==> src/rtl/rf_wb_arbiter_pkg.sv <==
`default_nettype none
// ============================================================================
// Module      : rf_pkg
// Description : Shared constants for the register-file writeback arbiter:
//               register addressing, requester ids, default data width and
//               a register-address to one-hot mask helper.
// Revision    : 1.0 - initial release
// ============================================================================
package rf_pkg;

  // Register file addressing
  localparam int REG_ADDR_W    = 5;
  localparam int NREG          = 32;

  // Requester ids, used as indices into req/gnt vectors
  localparam int REQ_ALU       = 0;
  localparam int REQ_LSU       = 1;

  // Default register / write-data width
  localparam int DEFAULT_WIDTH = 32;

  // Expands a register address into a one-hot register mask
  function automatic logic [NREG-1:0] reg_onehot(input logic [REG_ADDR_W-1:0] addr);
    logic [NREG-1:0] mask;
    mask       = '0;
    mask[addr] = 1'b1;
    return mask;
  endfunction

endpackage : rf_pkg
`default_nettype wire

==> src/rtl/rf_wb_arbiter_rr_arb2.sv <==
`default_nettype none
// ============================================================================
// Module      : rr_arb2
// Description : Two-input round-robin arbiter. The grant is combinational;
//               the pointer remembers which input was granted last and only
//               moves when the granted request is actually accepted.
// Revision    : 1.0 - initial release
// ============================================================================
module rr_arb2 (
  input  logic       clk,
  input  logic       rst_n,
  input  logic [1:0] req,
  input  logic       accept,
  output logic [1:0] gnt
);

  // Index of the input granted on the last accepted transfer. Resetting to
  // input 1 makes input 0 (ALU) the preferred winner of the first contest.
  logic r_last;

  // Grant: lone requester wins; on contention the input not granted last wins
  always_comb begin
    gnt = req;
    if (req == 2'b11) begin
      gnt = r_last ? 2'b01 : 2'b10;
    end
  end

  // Pointer moves only on an accepted transfer so a stalled winner keeps priority
  always_ff @(posedge clk or negedge rst_n) begin
    if (!rst_n) begin
      r_last <= 1'b1;
    end else if (accept) begin
      r_last <= gnt[1];
    end
  end

endmodule : rr_arb2
`default_nettype wire

==> src/rtl/rf_wb_arbiter.sv <==
`default_nettype none
// ============================================================================
// Module      : rf_wb_arbiter
// Description : Shares the register file write port between the ALU and LSU
//               writeback paths with valid/ready handshakes and round-robin
//               arbitration, drives we3/a3/wd3 from a registered output stage
//               and keeps a busy scoreboard of registers with pending writes.
//               Optional macro RF_WB_STATS_EN adds saturating stall counters
//               (alu_stall_cnt / lsu_stall_cnt).
// Revision    : 1.0 - initial release
// ============================================================================
module rf_wb_arbiter
  import rf_pkg::*;
#(
  parameter int WIDTH = DEFAULT_WIDTH,
  parameter int CNT_W = 16
) (
  input  logic                  clk,
  input  logic                  rst_n,
  // ALU writeback request
  input  logic                  alu_valid,
  input  logic [REG_ADDR_W-1:0] alu_rd,
  input  logic [WIDTH-1:0]      alu_data,
  output logic                  alu_ready,
  // LSU writeback request
  input  logic                  lsu_valid,
  input  logic [REG_ADDR_W-1:0] lsu_rd,
  input  logic [WIDTH-1:0]      lsu_data,
  output logic                  lsu_ready,
  // Issue of an instruction that will write a register
  input  logic                  iss_valid,
  input  logic [REG_ADDR_W-1:0] iss_rd,
  output logic [NREG-1:0]       busy,
`ifdef RF_WB_STATS_EN
  output logic [CNT_W-1:0]      alu_stall_cnt,
  output logic [CNT_W-1:0]      lsu_stall_cnt,
`endif
  // Register file write port
  output logic                  rf_we,
  output logic [REG_ADDR_W-1:0] rf_a3,
  output logic [WIDTH-1:0]      rf_wd
);

  logic [1:0]            w_req;
  logic [1:0]            w_gnt;
  logic                  w_xfer;
  logic [REG_ADDR_W-1:0] w_rd;
  logic [WIDTH-1:0]      w_data;

  logic                  r_we;
  logic [REG_ADDR_W-1:0] r_a3;
  logic [WIDTH-1:0]      r_wd;

  logic [NREG-1:0]       r_busy;
  logic [NREG-1:0]       w_busy_set;
  logic [NREG-1:0]       w_busy_clr;
  logic [NREG-1:0]       w_busy_nxt;

  assign w_req[REQ_ALU] = alu_valid;
  assign w_req[REQ_LSU] = lsu_valid;

  rr_arb2 u_arb (
    .clk    (clk),
    .rst_n  (rst_n),
    .req    (w_req),
    .accept (w_xfer),
    .gnt    (w_gnt)
  );

  // Grants are only ever raised for valid requests, so ready == grant
  assign alu_ready = w_gnt[REQ_ALU];
  assign lsu_ready = w_gnt[REQ_LSU];
  assign w_xfer    = |w_gnt;

  // Select the winning requester's destination and data
  always_comb begin
    w_rd   = alu_rd;
    w_data = alu_data;
    if (w_gnt[REQ_LSU]) begin
      w_rd   = lsu_rd;
      w_data = lsu_data;
    end
  end

  // Output stage: capture the transfer; writes to x0 are accepted but never enabled
  always_ff @(posedge clk or negedge rst_n) begin
    if (!rst_n) begin
      r_we <= 1'b0;
      r_a3 <= '0;
      r_wd <= '0;
    end else if (w_xfer) begin
      r_we <= (w_rd != '0);
      r_a3 <= w_rd;
      r_wd <= w_data;
    end else begin
      r_we <= 1'b0;
    end
  end

  assign rf_we = r_we;
  assign rf_a3 = r_a3;
  assign rf_wd = r_wd;

  // Scoreboard next state: the write-enable cycle clears, an issue sets, and
  // set is applied last so a new producer wins over a retiring one. x0 never busy.
  always_comb begin
    w_busy_set = iss_valid ? reg_onehot(iss_rd) : '0;
    w_busy_clr = r_we      ? reg_onehot(r_a3)   : '0;
    w_busy_nxt = (r_busy & ~w_busy_clr) | w_busy_set;
    w_busy_nxt[0] = 1'b0;
  end

  // Scoreboard register
  always_ff @(posedge clk or negedge rst_n) begin
    if (!rst_n) begin
      r_busy <= '0;
    end else begin
      r_busy <= w_busy_nxt;
    end
  end

  assign busy = r_busy;

`ifdef RF_WB_STATS_EN
  logic [CNT_W-1:0] r_alu_stall;
  logic [CNT_W-1:0] r_lsu_stall;

  // Saturating counts of cycles each requester spent waiting for a grant
  always_ff @(posedge clk or negedge rst_n) begin
    if (!rst_n) begin
      r_alu_stall <= '0;
      r_lsu_stall <= '0;
    end else begin
      if (alu_valid && !alu_ready && (r_alu_stall != '1)) begin
        r_alu_stall <= r_alu_stall + 1'b1;
      end
      if (lsu_valid && !lsu_ready && (r_lsu_stall != '1)) begin
        r_lsu_stall <= r_lsu_stall + 1'b1;
      end
    end
  end

  assign alu_stall_cnt = r_alu_stall;
  assign lsu_stall_cnt = r_lsu_stall;
`endif

endmodule : rf_wb_arbiter
`default_nettype wire

==> config.mk <==
export PLATFORM = sky130hd
export DESIGN_NAME = rf_wb_arbiter
export DESIGN_NICKNAME = d
export VERILOG_FILES = /design/src/rtl/rf_wb_arbiter_pkg.sv /design/src/rtl/rf_wb_arbiter_rr_arb2.sv /design/src/rtl/rf_wb_arbiter.sv
export SDC_FILE = /design/constraint.sdc
export NUM_CORES = 1
export LEC_CHECK = 0
export BUFFER_PORTS_ARGS = -buffer_cell sky130_fd_sc_hd__buf_2
export CAP_MARGIN = 0
export CORE_MARGIN = 2
export CORE_UTILIZATION = 49
export DETAILED_ROUTE_END_ITERATION = 10
export MAX_ROUTING_LAYER = met4
export PLACE_DENSITY = 0.85
export SYNTH_ARGS = -nofsm -noshare
export SYNTH_HDL_FRONTEND = slang
export SYNTH_SLANG_ARGS = --single-unit
==> constraint.sdc <==
create_clock -name clk -period 3.5 [get_ports clk]
set_clock_uncertainty 0.2 [all_clocks]
set_input_delay 0.525 -clock clk [delete_from_list [all_inputs] [get_ports clk]]
set_output_delay 0.525 -clock clk [all_outputs]
set_load 0.02 [all_outputs]
==> results of run 1 <==
-- layer usage --
layer  GRT usage (%)  wire, µm  share of wire (%)
met2            41.9      4230                 50
met3            5.96       671                8.0
met5               -         0                  0
met4            7.90        97                1.2
met1            32.0      3420                 41
-- layout by cell type (no fill, tap or decap), types with 2 or more instances in the layout --
cell       netlist  final
dfrtp_1         69     69
or4_1            2      2
or3b_1           6      6
or3_1           39     39
nor2_1           4      4
nand3b_1        10     10
inv_2            2      2
o21ai_1         60     60
nand2_1          4      4
bufinv_16        0      2
o221a_2         29     29
clkbuf_1         3      2
o21ai_0          2      2
buf_2            5    154
buf_4            4      4
o221a_1          8      8
clkinv_2         0      2
clkbuf_8         0     10
nand3_1          4      4
-- cell families (layout without fill, tap and decap cells) --
kind of cell	Yosys count	after routing	share of synthesized area (%)
flops	70	70	57.1
other cells	1	1	0.122
buf+inv	20	177	4.16
compound gates	102	102	24.4
simple gates	69	69	14.2
-- critical path, stage by stage --
cell and delay, ns:
buf_2 0.41, nand2_1 0.14, nand2_1 0.11, buf_4 0.26, inv_2 0.04, buf_2 0.15
-- cell type report --
type,count,area (µm²)
Inverter,3,11.3
Sequential cell,70,1750
Tap cell,75,93.8
Fill cell,486,1930
Timing Repair Buffer,158,801
Clock buffer,12,145
Clock inverter,4,70.1
Multi-Input combinational cell,172,1190
-- sequential cells by signal, summed over array words and instances (netlist names) --
signal / count
busy: 31
u_arb.r_last: 1
rf_wd: 32
rf_we: 1
rf_a3: 5
-- per-stage QoR --
stage / hold slack [ns] / total power (W) / utilization, %
after floorplan: 0.0294 / 0.00169 / -
after global placement: 0.270 / 0.00203 / 64.2
after detailed placement: 0.282 / 0.00207 / 64.2
after CTS: 0.212 / 0.00277 / 67.8
after global routing: 0.232 / 0.00289 / 67.8
final: 0.168 / 0.00276 / 67.8
-- power by group through the flow --
stage	Sequential (W)	Combinational [W]	Clock, W
2_1_floorplan	0.00142	0.000277	0
3_3_place_gp	0.00116	0.000871	0
3_5_place_dp	0.00117	0.000897	0
4_1_cts	0.00116	0.000896	0.000714
5_1_grt	0.00118	0.000962	0.000749
6_report	0.00116	0.000894	0.000705
-- worst paths after layout --
path                              from        end  slack, ns  cells past startpoint
setup reg to reg              rf_a3[0]   busy[12]       1.93                      3
hold reg to reg               busy[17]   busy[17]       0.30                      2
setup / recovery             alu_valid  lsu_ready       1.12                      6
hold / removal                   rst_n   busy[18]       0.17                      2
min in group clk           alu_data[7]   rf_wd[7]       0.25                      2
max in group asynchronous        rst_n   busy[22]       2.35                      2
==> results.tsv, run 1 <==
metric	value	unit
Via Count	2872	
status	complete, no violations	
Buffers on Ports	154	
worst min path class	in2async	
clk buf depth	2	
crit end category	primary output	
fraction of layout cells with a size suffix above 1	48.9	%
clk_lat worst skew	0.33	ns
vias per cell	5.81	
first drt pass iteration count	4	
initial antenna violation count	0	
leakage	1.78	nW
EDFF count, synth	0	
flops & latches, synth	70	
CTS root buf	clkbuf_8	
WL final	8420	µm
largest net degree at the start of global routing	71	
# IOs	156	
Final Hold Fails	0	
net switching power figure	0.000975	W
Unique masters post-synth	24	
synth warn	0	
fin cells	494	
initial DRC count	184	
max-cap violation count	0	
global-route wire length before repair	13800	µm
pre-CTS setup slack	1.13	ns
fin nets	498	
fin crit share	67.9	%
RSZ-0062 raised after global routing	no	
final setup fails	0	
Clock Power Share	25.6	%
core area	5990	µm²
startpoint types	input pin	
Net Sw Frac	35.4	%
die height	83.2	µm
ANT nets after route	0	
Worst EP arrival	1.65	ns
Tmin final	2.38	ns
CTS tree	done	
Crit Path Category	in2out	
Chip Width	83.2	µm
Post-CTS Setup Bufs	0	
Slew @ Worst Pin	0.862	ns
worst-path fanout max	39	
mapped cell area	3070	µm²
Slew Limit Fails	0	
predominant post-synthesis flop cell	dfrtp_1	
TritonCTS Buffers	9	
Sinks on Clock Net	70	
total congestion overflow	0	
clk slew on worst S/H paths	0.07	ns
pwr dens	678	nW/µm²
Post-Syn Nets	346	
maximum vdd drop	0.421	mV
Gates resized, CTS repair	0	
async set-reset flop share out of synthesis	100	%
Row Count	28	
Area growth syn-to-layout	32.4	%
Comb pwr share	32.4	%
P_int	0.00178	W
Synth Area per Inst	11.7	µm²
Slew headroom	42.5	%
top-count cell post-synth	dfrtp_1	
Post-CTS Hold Fix Bufs	0	
Max Clk Rate	421	MHz
CTS H-Tree Depth	3	
TNS Setup	0	ns
part of the power in registers	42.0	%
sequential area share after synthesis	57.1	%
number of remaining DRC errors	0	
hpwl dp	6020	µm
drt wl/cell	17.0	µm
Worst Path Required	2.77	ns
die area	6920	µm²
largest cells by area after synthesis	dfrtp_1 (56%), o221a_2 (11%), o21ai_1 (9.8%)	
Starting Density	51.3	%
# diodes	0	
top cell type by total area after synthesis	dfrtp_1	
Synth top cells by count	dfrtp_1 (69), o21ai_1 (60), or3_1 (39)	
RePlAce Congestion	0.847	
DP Cell Count	478	
final instance area	4060	µm²
GRT Overall Usage	25.6	%
Placement Cell Area	3850	µm²
Synth top area share	56.2	%
setup ws final	1.12	ns
number of global-route vias before repair	2832	
Synth Instances	262	
Note: power is estimated with default switching activity, not from simulation.
==> run 2, diff against run 1 <==
- CORE_UTILIZATION: 49 -> 45
- PLACE_DENSITY: 0.85 -> 0.79
- clock period: 3.5 -> 2.4 ns (I/O delays scaled with it)
==> run 2 against run 1 <==
Effect of this change:
- critical path depth is 3 lower
- flip-flop and latch count stayed put
- clock power is 37% higher
- wire length is 4.2% higher
- sequential power is 45% higher
- combinational power is 48% higher
- setup slack worse by 0.66 ns
- critical path type is now reg2out
==> results.tsv, run 2 (synthesis gave the netlist of run 1 again) <==
metric	value	unit
clk buf depth	2	
first drt pass iteration count	4	
P_int	0.00253	W
Crit path largest cell delay	0.46	ns
Row Count	30	
startpoint types	register	
die area	7500	µm²
Post-CTS Hold Fix Bufs	1	
Final Hold Fails	0	
Worst EP arrival	1.38	ns
core area	6680	µm²
number of global-route vias before repair	2832	
CTS root buf	clkbuf_8	
Worst Path Required	1.84	ns
TNS Setup	0	ns
TritonCTS Buffers	9	
Buffers on Ports	154	
CTS tree	done	
final setup fails	0	
final instance area	4100	µm²
total congestion overflow	0	
RSZ-0062 raised after global routing	no	
Post-CTS Setup Bufs	0	
Slew Limit Fails	0	
GRT Overall Usage	24.5	%
Crit Path Category	reg2out	
Max Clk Rate	516	MHz
Starting Density	46.0	%
Final Hold Slack	0.0841	ns
status	complete, no violations	
max reg flops	32	
most frequent cells in the layout	buf_2 (154), dfrtp_1 (69), o21ai_1 (60)	
fin cells	501	
Sinks on Clock Net	70	
Clock Power Share	24.4	%
part of the power in registers	42.4	%
worst-path fanout max	12	
Via Count	2913	
# IOs	156	
initial DRC count	146	
WL final	8770	µm
CP max stage cell	o21ai_2	
fin nets	500	
setup ws final	0.462	ns
Cell Chain, Critical Path	o21ai_2 -> inv_2 -> buf_2	
initial antenna violation count	0	
Gates resized, CTS repair	0	
fin crit share	80.8	%
fraction of layout cells with a size suffix above 1	48.9	%
worst min path class	in2reg	
die height	86.6	µm
Slew @ Worst Pin	0.555	ns
largest net degree at the start of global routing	71	
hpwl dp	6230	µm
Chip Width	86.6	µm
ANT nets after route	0	
net switching power figure	0.00143	W
maximum vdd drop	0.355	mV
Slew headroom	63.0	%
# diodes	0	
pwr dens	967	nW/µm²
clk slew on worst S/H paths	0.07	ns
global-route wire length before repair	13800	µm
clk_lat worst skew	0.34	ns
pre-CTS setup slack	0.472	ns
leakage	1.79	nW
Area growth syn-to-layout	33.5	%
crit end category	primary output	
CTS H-Tree Depth	3	
drt wl/cell	17.5	µm
Net Sw Frac	36.2	%
max-cap violation count	0	
number of remaining DRC errors	0	
Comb pwr share	33.2	%
most common cell after layout, fill and taps aside	buf_2	
Placement Cell Area	3890	µm²
Tmin final	1.94	ns
DP Cell Count	484	
vias per cell	5.81	
RePlAce Congestion	0.840	
==> run 2: power groups by stage <==
stage	registers, W	logic (W)	clock network, W
floorplan	0.00207	0.000404	0
global placement	0.00170	0.00128	0
detailed placement	0.00170	0.00132	0
CTS	0.00168	0.00132	0.000981
global route	0.00171	0.00143	0.00103
finish	0.00168	0.00132	0.000966
==> run 2: critical path: cells and delay by family (launching register included) <==
kind | cells | cell delay, ns
compound gates | 1 | 0.46
flops | 1 | 0.38
buf+inv | 2 | 0.21
==> run 2: path summary, 6_finish.rpt <==
check / start / to / slack, ns / cells past startpoint
worst min-delay path: alu_data[4] / rf_wd[4] / 0.08 / 2
worst max-delay path: u_arb.r_last / alu_ready / 0.46 / 3
worst min register to register: busy[19] / busy[19] / 0.30 / 2
worst max register to register: u_arb.r_last / rf_wd[22] / 0.82 / 4
max in group asynchronous: rst_n / u_arb.r_last / 1.31 / 3
min in group asynchronous: rst_n / busy[15] / 0.36 / 3
==> run 2: stage by stage <==
| stage | power [W] | utilization (%) |
|---|---|---|
| after global routing | 0.00417 | 61.3 |
| after CTS | 0.00398 | 61.3 |
| after global placement | 0.00298 | 58.2 |
| final | 0.00396 | 61.3 |
| after floorplan | 0.00247 | - |
| after detailed placement | 0.00302 | 58.2 |
==> run 2: cell type report <==
cell class,instances,area [µm²]
Multi-Input combinational cell,172,1190
Tap cell,80,100
Timing Repair Buffer,160,843
Clock buffer,13,159
Clock inverter,3,42.5
Fill cell,589,2580
Inverter,3,11.3
Sequential cell,70,1750
==> run 2: routing by layer <==
metal / global-route usage, % / share of wire, % / vias up
met5: - / 0 / -
met4: 10.8 / 1.7 / 0
met3: 3.71 / 8.7 / 13
met2: 37.2 / 48 / 160
met1: 32.8 / 41 / 1413
li1: - / - / 1327
==> run 3, diff against run 2 <==
- CORE_UTILIZATION: 45 -> 41
- PLACE_DENSITY: 0.79 -> 0.76
- clock period: 2.4 -> 1.75 ns (I/O delays scaled with it)
==> run 3 against run 2 <==
Effect of this change:
- die area rose by 9.3%
- via count rose by 5.1%
- global-route usage fell by 0.64 points
- sequential share of layout area fell by 2.6 points
- clock power rose by 13%
- setup slack got worse by 0.41 ns
- critical path depth did not move
- non-clock buffer count rose by 31
==> results.tsv, run 3 (synthesis gave the netlist of run 1 again) <==
metric	value	unit
status	complete, no violations	
Net Sw Frac	37.2	%
pwr dens	1210	nW/µm²
r2r setup slk	0.17	ns
Worst Setup SP	u_arb.r_last	
WL final	9400	µm
Max Clk Rate	589	MHz
Top Family by Delay on Critical Path	flip-flops	
Comb pwr share	35.2	%
leakage	1.90	nW
worst reg2reg path depth	3	
Worst Path Required	1.29	ns
Sinks on Clock Net	70	
Worst path depth	3	
# IOs	156	
WL met1	3810	µm
Worst R2R End	busy[17]	
first drt pass iteration count	4	
fraction of layout cells with a size suffix above 1	46.9	%
fin nets	531	
max reg flops	32	
GRT Overall Usage	23.9	%
vias per cell	5.58	
Setup crit end	alu_ready	
max-cap violation count	0	
most frequent cells in the layout	buf_2 (154), dfrtp_1 (69), o21ai_1 (60)	
crit end category	primary output	
clk slew on worst S/H paths	0.07	ns
Buffers on Ports	154	
# diodes	0	
largest net degree at the start of global routing	71	
number of global-route vias before repair	3034	
area taken by multi-input logic gates	1190	µm²
Worst EP arrival	1.24	ns
core area	7250	µm²
Row Count	31	
ANT nets after route	0	
Area growth syn-to-layout	42.2	%
Slew Limit Fails	0	
most common cell after layout, fill and taps aside	buf_2	
Clock Power Share	20.7	%
clk_lat worst skew	0.33	ns
CP Buf/Inv Count	2	
CTS root buf	clkbuf_8	
Chip Width	90.5	µm
Crit path largest cell delay	0.56	ns
Filler Cells Inserted	607	
TNS Setup	0	ns
maximum vdd drop	0.539	mV
Cell Chain, Critical Path	o21ai_2 -> inv_2 -> buf_2	
Final Hold Fails	0	
RePlAce Congestion	0.887	
worst-path fanout max	6	
drt wl/cell	17.1	µm
CP max stage cell	dfstp_2	
die height	90.5	µm
Sequential Area	1750	µm²
total congestion overflow	0	
startpoint types	register	
part of the power in registers	44.2	%
Final Hold Slack	0.00604	ns
uppermost layer routed	met4	
die area	8200	µm²
Via Count	3061	
hpwl dp	6260	µm
clk buf depth	2	
Tmin final	1.70	ns
Starting Density	42.3	%
initial antenna violation count	0	
TritonCTS Buffers	9	
number of remaining DRC errors	0	
wire length on met2	4610	µm
worst min path class	in2reg	
RR Startpoint	rf_a3[4]	
min-delay src	alu_data[4]	
global-route wire length before repair	15300	µm
CTS H-Tree Depth	3	
initial DRC count	209	
P_int	0.00331	W
wire length on met3	805	µm
final setup fails	0	
net switching power figure	0.00196	W
Crit Path Category	reg2out	
CTS tree	done	
fin crit share	97.1	%
## run 3: cell count changes in the layout (fill, tap and decap cells not counted)
cell           before  now
dlygate4sd3_1       1   27
buf_4               3    9
nand2_1             4    2
nand2_2             0    2
buf_12              2    1
bufinv_16           1    0
clkbuf_8           11   10
clkinv_2            1    2
clkinvlp_4          1    0
## run 3: worst min-delay path by stage
stage / to / slack, ns / cells past startpoint
after floorplan: busy[10] / -0.23 / 0
after global placement: busy[25] / 0.11 / 2
after detailed placement: busy[26] / 0.12 / 2
after CTS: rf_wd[4] / 0.0002 / 2
after global routing: rf_wd[3] / 0.002 / 2
final: rf_wd[4] / 0.006 / 2
## run 3: repair_timing
action | 4_1_cts | 5_1_grt
endpoints found under the hold margin | 91 | 1
gates resized for setup | 1 | 1
buffers inserted | 1 | 0
pin swaps | 1 | 0
endpoints found under the setup margin | 1 | 1
hold buffers | 26 | 1
## run 3: layout make-up
type | count | share of cell area (%)
flip-flops and latches | 70 | 40.1
multi-input cells | 172 | 27.4
repair buffers | 191 | 25.8
clock inverters | 2 | 0.229
inverters | 3 | 0.258
well taps | 99 | 2.84
clock buffers | 12 | 3.32
## run 3: metal layers
metal | global-route usage (%) | vias up
met5 | - | -
met4 | 9.62 | 0
met3 | 4.67 | 19
met2 | 36.3 | 195
met1 | 31.6 | 1456
li1 | - | 1391
## run 3: through the flow
stage	cells	setup slack, ns	utilization (%)	area (µm²)	power [W]
2_1_floorplan	262	0.249	-	3070	0.00339
3_3_place_gp	507	0.222	54.2	3930	0.00410
3_5_place_dp	507	0.183	54.2	3930	0.00415
4_1_cts	548	0.0513	60.0	4350	0.00527
5_1_grt	549	-0.00487	60.2	4370	0.00556
6_report	549	0.0513	60.2	4370	0.00527
## run 3: power groups by stage
stage                     Clock, W  Sequential, W  Combinational [W]
after floorplan                  0        0.00284           0.000554
after global placement           0        0.00233            0.00177
after detailed placement         0        0.00234            0.00180
after CTS                  0.00110        0.00232            0.00185
after global routing       0.00118        0.00238            0.00200
final                      0.00109        0.00233            0.00185
